$ cat src/rtl/decoder24_hold_pkg.sv
// Shared types and helpers for the sequenced binary-to-one-hot decoder.
package decoder24_hold_pkg;

   // Output sequencer states: idle (no word shown) or holding a decoded word.
   typedef enum logic {
      ST_IDLE = 1'b0,
      ST_HOLD = 1'b1
   } dec_state_t;

   // A queued entry carries the enable bit above the binary code.
   function automatic int entry_width(input int n_in);
      return n_in + 1;
   endfunction

   // Hold counter counts HOLD-1 down to 0; keep at least one bit for HOLD=1.
   function automatic int cnt_width(input int hold);
      return (hold > 1) ? $clog2(hold) : 1;
   endfunction

endpackage

$ cat src/rtl/decoder24_hold_sync_fifo.sv
// Synchronous FIFO with registered occupancy. Full/empty come from the
// registered level only, so no combinational path runs from pop to full.
module sync_fifo #(
   parameter int WIDTH = 3,
   parameter int DEPTH = 4
) (
   input  logic                     clk,
   input  logic                     rst,
   input  logic                     push,
   input  logic                     pop,
   input  logic [WIDTH-1:0]         wdata,
   output logic [WIDTH-1:0]         rdata,
   output logic                     full,
   output logic                     empty,
   output logic [$clog2(DEPTH):0]   level
);

   localparam int PW = $clog2(DEPTH);
   localparam int LW = PW + 1;

   logic [WIDTH-1:0] mem_q [DEPTH];
   logic [PW-1:0]    wr_ptr_q, wr_ptr_d;
   logic [PW-1:0]    rd_ptr_q, rd_ptr_d;
   logic [LW-1:0]    level_q, level_d;
   logic             push_ok, pop_ok;

   assign full    = (level_q == LW'(DEPTH));
   assign empty   = (level_q == '0);
   assign push_ok = push && !full;
   assign pop_ok  = pop && !empty;
   assign rdata   = mem_q[rd_ptr_q];
   assign level   = level_q;

   // Next pointers wrap naturally (DEPTH is a power of two); level tracks push-pop.
   always_comb begin
      wr_ptr_d = wr_ptr_q;
      rd_ptr_d = rd_ptr_q;
      level_d  = level_q;
      if (push_ok) wr_ptr_d = wr_ptr_q + PW'(1);
      if (pop_ok)  rd_ptr_d = rd_ptr_q + PW'(1);
      if (push_ok && !pop_ok)      level_d = level_q + LW'(1);
      else if (!push_ok && pop_ok) level_d = level_q - LW'(1);
   end

   // Control state: pointers and occupancy, flushed by reset.
   always_ff @(posedge clk) begin
      if (rst) begin
         wr_ptr_q <= '0;
         rd_ptr_q <= '0;
         level_q  <= '0;
      end else begin
         wr_ptr_q <= wr_ptr_d;
         rd_ptr_q <= rd_ptr_d;
         level_q  <= level_d;
      end
   end

   // Storage: data only, never read while empty, so it needs no reset.
   always_ff @(posedge clk) begin
      if (push_ok) mem_q[wr_ptr_q] <= wdata;
   end

endmodule

$ cat src/rtl/decoder24_hold.sv
// Sequenced N-to-2^N decoder: buffers {enable, code} entries and shows each
// decoded one-hot word for exactly HOLD cycles, back-to-back when queued.
module decoder24_hold
   import decoder24_hold_pkg::*;
#(
   parameter int N_IN  = 2,
   parameter int HOLD  = 4,
   parameter int DEPTH = 4
) (
   input  logic                     clk,
   input  logic                     rst,
   input  logic                     in_valid,
   output logic                     in_ready,
   input  logic [N_IN-1:0]          in_code,
   input  logic                     in_en,
   output logic [2**N_IN-1:0]       out_onehot,
   output logic                     out_valid,
   output logic [$clog2(DEPTH):0]   level
);

   localparam int ENTRY_W = entry_width(N_IN);
   localparam int OUT_W   = 2**N_IN;
   localparam int CNT_W   = cnt_width(HOLD);

   dec_state_t          state_q;
   logic [CNT_W-1:0]    cnt_q;
   logic [OUT_W-1:0]    onehot_q;
   logic                valid_q;

   logic [ENTRY_W-1:0]  head;
   logic                full, empty, push, pop;

   // Disabled entries decode to an all-zero word that is still held.
   function automatic logic [OUT_W-1:0] decode_entry(input logic [ENTRY_W-1:0] e);
      return e[ENTRY_W-1] ? (OUT_W'(1) << e[N_IN-1:0]) : '0;
   endfunction

   assign in_ready = !full;
   assign push     = in_valid && !full;
   // Take a new word when idle or on the last cycle of the current one.
   assign pop      = !empty && ((state_q == ST_IDLE) || (cnt_q == '0));

   sync_fifo #(
      .WIDTH (ENTRY_W),
      .DEPTH (DEPTH)
   ) u_fifo (
      .clk   (clk),
      .rst   (rst),
      .push  (push),
      .pop   (pop),
      .wdata ({in_en, in_code}),
      .rdata (head),
      .full  (full),
      .empty (empty),
      .level (level)
   );

   // Output sequencer: load a word, count down its hold time, chain or go idle.
   always_ff @(posedge clk) begin
      if (rst) begin
         state_q  <= ST_IDLE;
         cnt_q    <= '0;
         onehot_q <= '0;
         valid_q  <= 1'b0;
      end else begin
         case (state_q)
            ST_IDLE: begin
               if (!empty) begin
                  onehot_q <= decode_entry(head);
                  valid_q  <= 1'b1;
                  cnt_q    <= CNT_W'(HOLD - 1);
                  state_q  <= ST_HOLD;
               end
            end
            ST_HOLD: begin
               if (cnt_q != '0) begin
                  cnt_q <= cnt_q - CNT_W'(1);
               end else if (!empty) begin
                  onehot_q <= decode_entry(head);
                  cnt_q    <= CNT_W'(HOLD - 1);
               end else begin
                  onehot_q <= '0;
                  valid_q  <= 1'b0;
                  state_q  <= ST_IDLE;
               end
            end
            default: state_q <= ST_IDLE;
         endcase
      end
   end

   assign out_onehot = onehot_q;
   assign out_valid  = valid_q;

endmodule

$ cat config.mk
export PLATFORM = sky130hd
export DESIGN_NAME = decoder24_hold
export DESIGN_NICKNAME = d
export VERILOG_FILES = /design/src/rtl/decoder24_hold_pkg.sv /design/src/rtl/decoder24_hold_sync_fifo.sv /design/src/rtl/decoder24_hold.sv
export SDC_FILE = /design/constraint.sdc
export NUM_CORES = 1
export LEC_CHECK = 0
export BUFFER_PORTS_ARGS = -buffer_cell sky130_fd_sc_hd__buf_2
export CELL_PAD_IN_SITES_DETAIL_PLACEMENT = 1
export CELL_PAD_IN_SITES_GLOBAL_PLACEMENT = 1
export CORE_UTILIZATION = 44
export CTS_CLUSTER_SIZE = 10
export DETAILED_ROUTE_END_ITERATION = 8
export PLACE_DENSITY_LB_ADDON = 0.1
export RECOVER_POWER = 50
export SYNTH_ARGS = -nofsm -noshare
export SYNTH_HDL_FRONTEND = slang
export SYNTH_SLANG_ARGS = --single-unit
$ cat constraint.sdc
create_clock -name clk -period 2.6 [get_ports clk]
set_input_delay 0.26 -clock clk [delete_from_list [all_inputs] [get_ports clk]]
set_output_delay 0.26 -clock clk [all_outputs]
set_load 0.1 [all_outputs]
==> reports/qor.csv, run 1 <==
metric,value,unit
unrepaired setup endpoints after global routing,no,
root buf cell,clkbuf_4,
Multi-input gate area,456.7,sq um
Die X-Extent,54.22,microns
critical path peak fanout,6,
PwrDens,1280,nW/um^2
final hold viol count,0,
synthesized area per cell,12.50,sq um
Vert. Die Dim,54.22,microns
Crit. End Element,flip-flop,
CTS tree,done,
Slew Limit Headroom,22.60,%
largest net degree at the start of global routing,17,
first-pass GRT wire length,3.525,mm
Final HPWL DP,1.625,mm
CP startpoint kind,flip-flop,
"commonest non-fill, non-tap cell in the layout",dfxtp_1,
# DRC,0,
nets@finish,127,
post-synthesis sequential area ratio,58.39,%
total die area,2940,sq um
run status,"finished, final reports clean",
main combinational cell family by area after synthesis,simple AND/OR/NAND/NOR gates,
FF/Latch Area,701.9,sq um
Iter 0 DRT Violations,3,
Ant. Diodes,0,
XOR/XNOR share of the synthesized area,3.650,%
layout filler cell count,285,
initial core utilization,47.57,%
Fmax,0.4336,GHz
Overall Power,1707,uW
clk_skew,4.157,ps
post-cts repair resize count,0,
most frequent cells in the layout,"dfxtp_1, nor2_1, edfxtp_1, clkbuf_1",
"top cells by area, synth","edfxtp_1, dfxtp_1, ha_1",
LEAKAGE,0.0005191,uW
num rows,18,
minimum clock period,2306,ps
clock buffer depth,2,
grt ovf,0,
multiplexer area fraction after synthesis,8.759,%
Antenna Violating Nets Remaining,0,
Max-cap violations,0,
pre-CTS worst setup slack,352.1,ps
Critical Path AT,2560,ps
Pins Over Slew Limit,0,
number of global-route vias before repair,735,
Synth Area in Adders,6.882,%
port bufs,14,
clk sinks,29,
Layout area overhead,11.16,%
total number of vias,767,
Worst Hold Class,input pin to flip-flop,
Yosys cell types,25,
core area,2522,sq um
synthesized instance count,96,
router iterations before antenna repair,2,
CTS HTree Levels,2,
Slew @ Worst Pin,1166,ps
All-Layer GR Usage,18.28,%
critical path required time,2850,ps
Synth Cell Area,1200,sq um
initial antenna violation count,0,
vias per inst,5.253,
Tcrit/Tclk final,88.69,%
Worst Slack Setup Final,293.9,ps
Clock Pin Slew Worst Setup and Hold Paths,90,ps
num ports,15,
Routed WL,2.172,mm
peak supply drop,850.7,uV
layout cells sized above 1,13.79,%
Setup-failing EPs final,0,
critical path class,flip-flop to flip-flop,
synth warn,0,
post-synth top area share,30.03,%
CTS hold repair buffers,0,
Yosys top cell by area,edfxtp_1,
Post-CTS Setup Bufs,0,
complex-gate fraction of the synthesized area,8.551,%
DR WL/cell,14.88,microns
Setup TNS,0,ps
Simple-Gate Fraction of Synth Area,10.95,%
final RePlAce weighted congestion,0.7307,
Seq cells post-synth,29,
clk_lat worst skew,320,ps
syn_nets,108,
total CTS buffers,5,
[flip-flops by register name, summed over array words and instances, names as in the netlist, named ones only]
signal           cells
state_q              1
u_fifo.rd_ptr_q      2
out_valid            1
u_fifo.level         3
cnt_q                2
u_fifo.mem_q        12
out_onehot           4
u_fifo.wr_ptr_q      2
[worst paths after layout]
path,from,to,slack (ps),cells past startpoint
worst min register to register,out_valid$_SDFFE_PP0P_,out_valid$_SDFFE_PP0P_,510,2
worst max-delay path,u_fifo.level[0]$_SDFFE_PP0P_,u_fifo.level[2]$_SDFFE_PP0P_,290,8
worst min-delay path,in_en,u_fifo.mem_q[2][2]$_DFFE_PP_,220,1
worst max register to register,u_fifo.level[0]$_SDFFE_PP0P_,u_fifo.level[2]$_SDFFE_PP0P_,290,8
[through the flow]
stage / utilization [%] / std cells / area (sq um) / hold slack [ps]
global route: 52.88 / 146 / 1334 / 218.7
floorplan: - / 96 / 1202 / 358.9
detailed placement: 51.79 / 138 / 1306 / 488.1
global placement: 51.79 / 138 / 1306 / 461.6
CTS: 53.82 / 146 / 1358 / 153.0
finish: 52.88 / 146 / 1334 / 216.0
[where the power goes]
part / switching [uW] / leakage, uW / internal (uW)
Clock: 148 / 0.0000320 / 103
Combinational: 549 / 0.000237 / 226
Sequential: 101 / 0.000250 / 581
[cell type report]
class | count | share of cell area (%)
Multi-Input combinational cell | 58 | 34.24
Inverter | 6 | 1.689
Timing Repair Buffer | 15 | 4.784
Clock buffer | 6 | 3.096
Tap cell | 30 | 2.814
Clock inverter | 2 | 0.7505
Sequential cell | 29 | 52.63
[synthesized netlist by cell type, drive strengths merged]
master and n:
nand3 1, and2 4, a21oi 4, a32oi 4
fa 1, inv 6, nand2 3, xor2 4
ha 5, dfxtp 17, a311oi 2, xnor2 1
a21boi 1, mux2i 3, o21ai 2, nor3 1
a221oi 1, edfxtp 12, clkbuf 3, mux4 3
nor2 15, or3 2, and3 1
[kinds of logic after synthesis]
family	Yosys count
simple gates	27
fa+ha+maj	6
mux	6
xor+xnor	5
buf+inv	9
compound gates	14
flops	29
[metal layers]
metal	part of all wire [%]	up-vias	track usage (%)
li1	-	382	-
met1	43	367	20.46
met2	51	11	30.49
met3	3.5	7	7.500
met4	1.8	0	7.692
met5	0	-	0
[worst max-delay path, stage by stage (launching register included)]
cell and delay, ps:
dfxtp_1 390, or3_1 450, nand2_1 130, ha_1 200
inv_1 80, fa_1 380, xor2_1 180, or3_1 300
a21oi_1 140
(Power assumes the default switching activity.)
==> run 2, diff against run 1 <==
- PLACE_DENSITY_LB_ADDON: 0.1 -> 0.25
==> run 2 against run 1 <==
Net effect: worst hold slack got worse by 11 ps; clock skew is 0.55 ps higher; routed wire length up 2.9%; critical path depth did not move; clock-buffer cell count is 2 higher.
==> reports/qor.csv, run 2 (synthesized netlist as in run 1, its figures left out) <==
metric,value,unit,change
Logic pwr share,45.5,%,was 45.4%
Fmax,0.4221,GHz,was 0.4336 GHz
post-cts repair resize count,0,,unchanged
initial core utilization,47.57,%,unchanged
Routed WL,2.234,mm,was 2.172 mm
critical path peak fanout,7,,was 6
number of global-route vias before repair,796,,was 735
clk sinks,29,,unchanged
critical path class,flip-flop to flip-flop,,unchanged
Setup-failing EPs final,0,,unchanged
Overall Power,1717,uW,was 1707 uW
clock power share,14.7,%,about the same
clk_lat worst skew,330,ps,was 320 ps
post-layout util,52.78,%,was 52.88%
initial antenna violation count,0,,unchanged
Tcrit/Tclk final,91.11,%,was 88.69%
largest net degree at the start of global routing,17,,unchanged
first-pass GRT wire length,3.539,mm,was 3.525 mm
Net Sw Power,803.0,uW,was 797.8 uW
port bufs,14,,unchanged
grt ovf,0,,unchanged
sequential share of power,39.7,%,was 40.0%
Final HPWL DP,1.645,mm,was 1.625 mm
Die X-Extent,54.22,microns,unchanged
# DRC,0,,unchanged
minimum clock period,2369,ps,was 2306 ps
Worst Slack Setup Final,231.1,ps,was 293.9 ps
Post-CTS Setup Bufs,0,,unchanged
crit-path cells,or3_1 -> nand2_1 -> ha_1 -> inv_1 -> fa_1 -> xor2_1 -> or3_1 -> a21oi_1,,unchanged
total die area,2940,sq um,unchanged
Iter 0 DRT Violations,1,,was 3
critical path required time,2860,ps,was 2850 ps
Antenna Violating Nets Remaining,0,,unchanged
core area,2522,sq um,unchanged
WHS,205.2,ps,was 216.0 ps
Pins Over Slew Limit,0,,unchanged
vias per inst,5.283,,was 5.253
num rows,18,,unchanged
LEAKAGE,0.0005146,uW,was 0.0005191 uW
Setup TNS,0,ps,unchanged
CTS HTree Levels,2,,unchanged
run status,"finished, final reports clean",,unchanged
PwrDens,1290,nW/um^2,was 1280 nW/um^2
clock buffer depth,2,,unchanged
Clock Pin Slew Worst Setup and Hold Paths,90,ps,about the same
total CTS buffers,5,,unchanged
CP startpoint kind,flip-flop,,unchanged
total number of vias,766,,was 767
max reg flops,12,,unchanged
DR WL/cell,15.41,microns,was 14.88 microns
Slew Limit Headroom,22.89,%,was 22.60%
Critical Path AT,2630,ps,was 2560 ps
All-Layer GR Usage,19.09,%,was 18.28%
"Slowest-stage cell, CP",or3_1,,unchanged
final RePlAce weighted congestion,0.6832,,was 0.7307
root buf cell,clkbuf_4,,unchanged
router iterations before antenna repair,4,,was 2
pre-CTS worst setup slack,279.0,ps,was 352.1 ps
nets@finish,126,,was 127
largest reg by FF count,u_fifo.mem_q,,unchanged
num ports,15,,unchanged
most frequent cells in the layout,"dfxtp_1, nor2_1, edfxtp_1, clkbuf_1",,unchanged
unrepaired setup endpoints after global routing,no,,unchanged
"commonest non-fill, non-tap cell in the layout",dfxtp_1,,unchanged
Max stage delay on crit path,460,ps,was 450 ps
Worst path most repeated cell,or3_1,,unchanged
Layout area overhead,10.95,%,was 11.16%
layout cells sized above 1,13.04,%,was 13.79%
Crit. End Element,flip-flop,,unchanged
clk_skew,4.703,ps,was 4.157 ps
Switching Fraction,46.75,%,was 46.73%
Ant. Diodes,0,,unchanged
Worst Hold Class,input pin to flip-flop,,unchanged
Int Power,914.5,uW,was 909.6 uW
Slew @ Worst Pin,1162,ps,was 1166 ps
CTS hold repair buffers,0,,unchanged
final hold viol count,0,,unchanged
Max-cap violations,0,,unchanged
peak supply drop,849.8,uV,was 850.7 uV
Vert. Die Dim,54.22,microns,unchanged
CTS tree,done,,unchanged
==> run 2: cell count changes in the layout (fill, tap and decap cells not counted), sizes merged <==
cell    previous run  this run
clkinv             2         0
clkbuf            15        16
==> run 2: per-stage QoR <==
stage / instance area (sq um) / instances
after CTS: 1348 / 145
after global placement: 1299 / 137
after floorplan: 1202 / 96
after global routing: 1331 / 145
after detailed placement: 1299 / 137
final: 1331 / 145
==> run 2: final cells by class <==
type                       instances  area [sq um]
inverter                           6         22.52
fill                             275          1191
sequential                        29         701.9
multi-input combinational         58         460.4
tap                               30         37.54
timing repair buffer              14         60.06
clock buffer                       8         48.80
==> run 2: worst paths after layout <==
check | startpoint | to | slack [ps] | depth (start not counted)
setup / recovery | u_fifo.level[2]$_SDFFE_PP0P_ | u_fifo.level[2]$_SDFFE_PP0P_ | 230 | 8
hold / removal | in_code[0] | u_fifo.mem_q[2][0]$_DFFE_PP_ | 210 | 1
setup reg to reg | u_fifo.level[2]$_SDFFE_PP0P_ | u_fifo.level[2]$_SDFFE_PP0P_ | 230 | 8
hold reg to reg | out_onehot[1]$_SDFFE_PP0P_ | out_onehot[1]$_SDFFE_PP0P_ | 500 | 2
==> run 2: power groups by stage <==
| stage | Sequential [uW] | Clock [uW] | Combinational [uW] |
|---|---|---|---|
| 2_1_floorplan | 913 | 0 | 418 |
| 3_3_place_gp | 689 | 0 | 761 |
| 3_5_place_dp | 695 | 0 | 797 |
| 4_1_cts | 687 | 265 | 801 |
| 5_1_grt | 703 | 282 | 835 |
| 6_report | 682 | 253 | 782 |
==> run 2: worst max-delay path, delay by kind of cell, from the launching register on <==
kind / cells / cell delay, ps
compound gates: 1 / 180
buf+inv: 1 / 60
simple gates: 3 / 910
fa+ha+maj: 2 / 580
flops: 1 / 370
xor+xnor: 1 / 180
==> run 2: per-layer routing <==
| metal | routed length, microns | vias to the layer above | global-route usage [%] |
|---|---|---|---|
| li1 | - | 378 | - |
| met1 | 895 | 364 | 18.47 |
| met2 | 1191 | 16 | 33.74 |
| met3 | 73 | 8 | 5.833 |
| met4 | 73 | 0 | 14.10 |
| met5 | 0 | - | 0 |
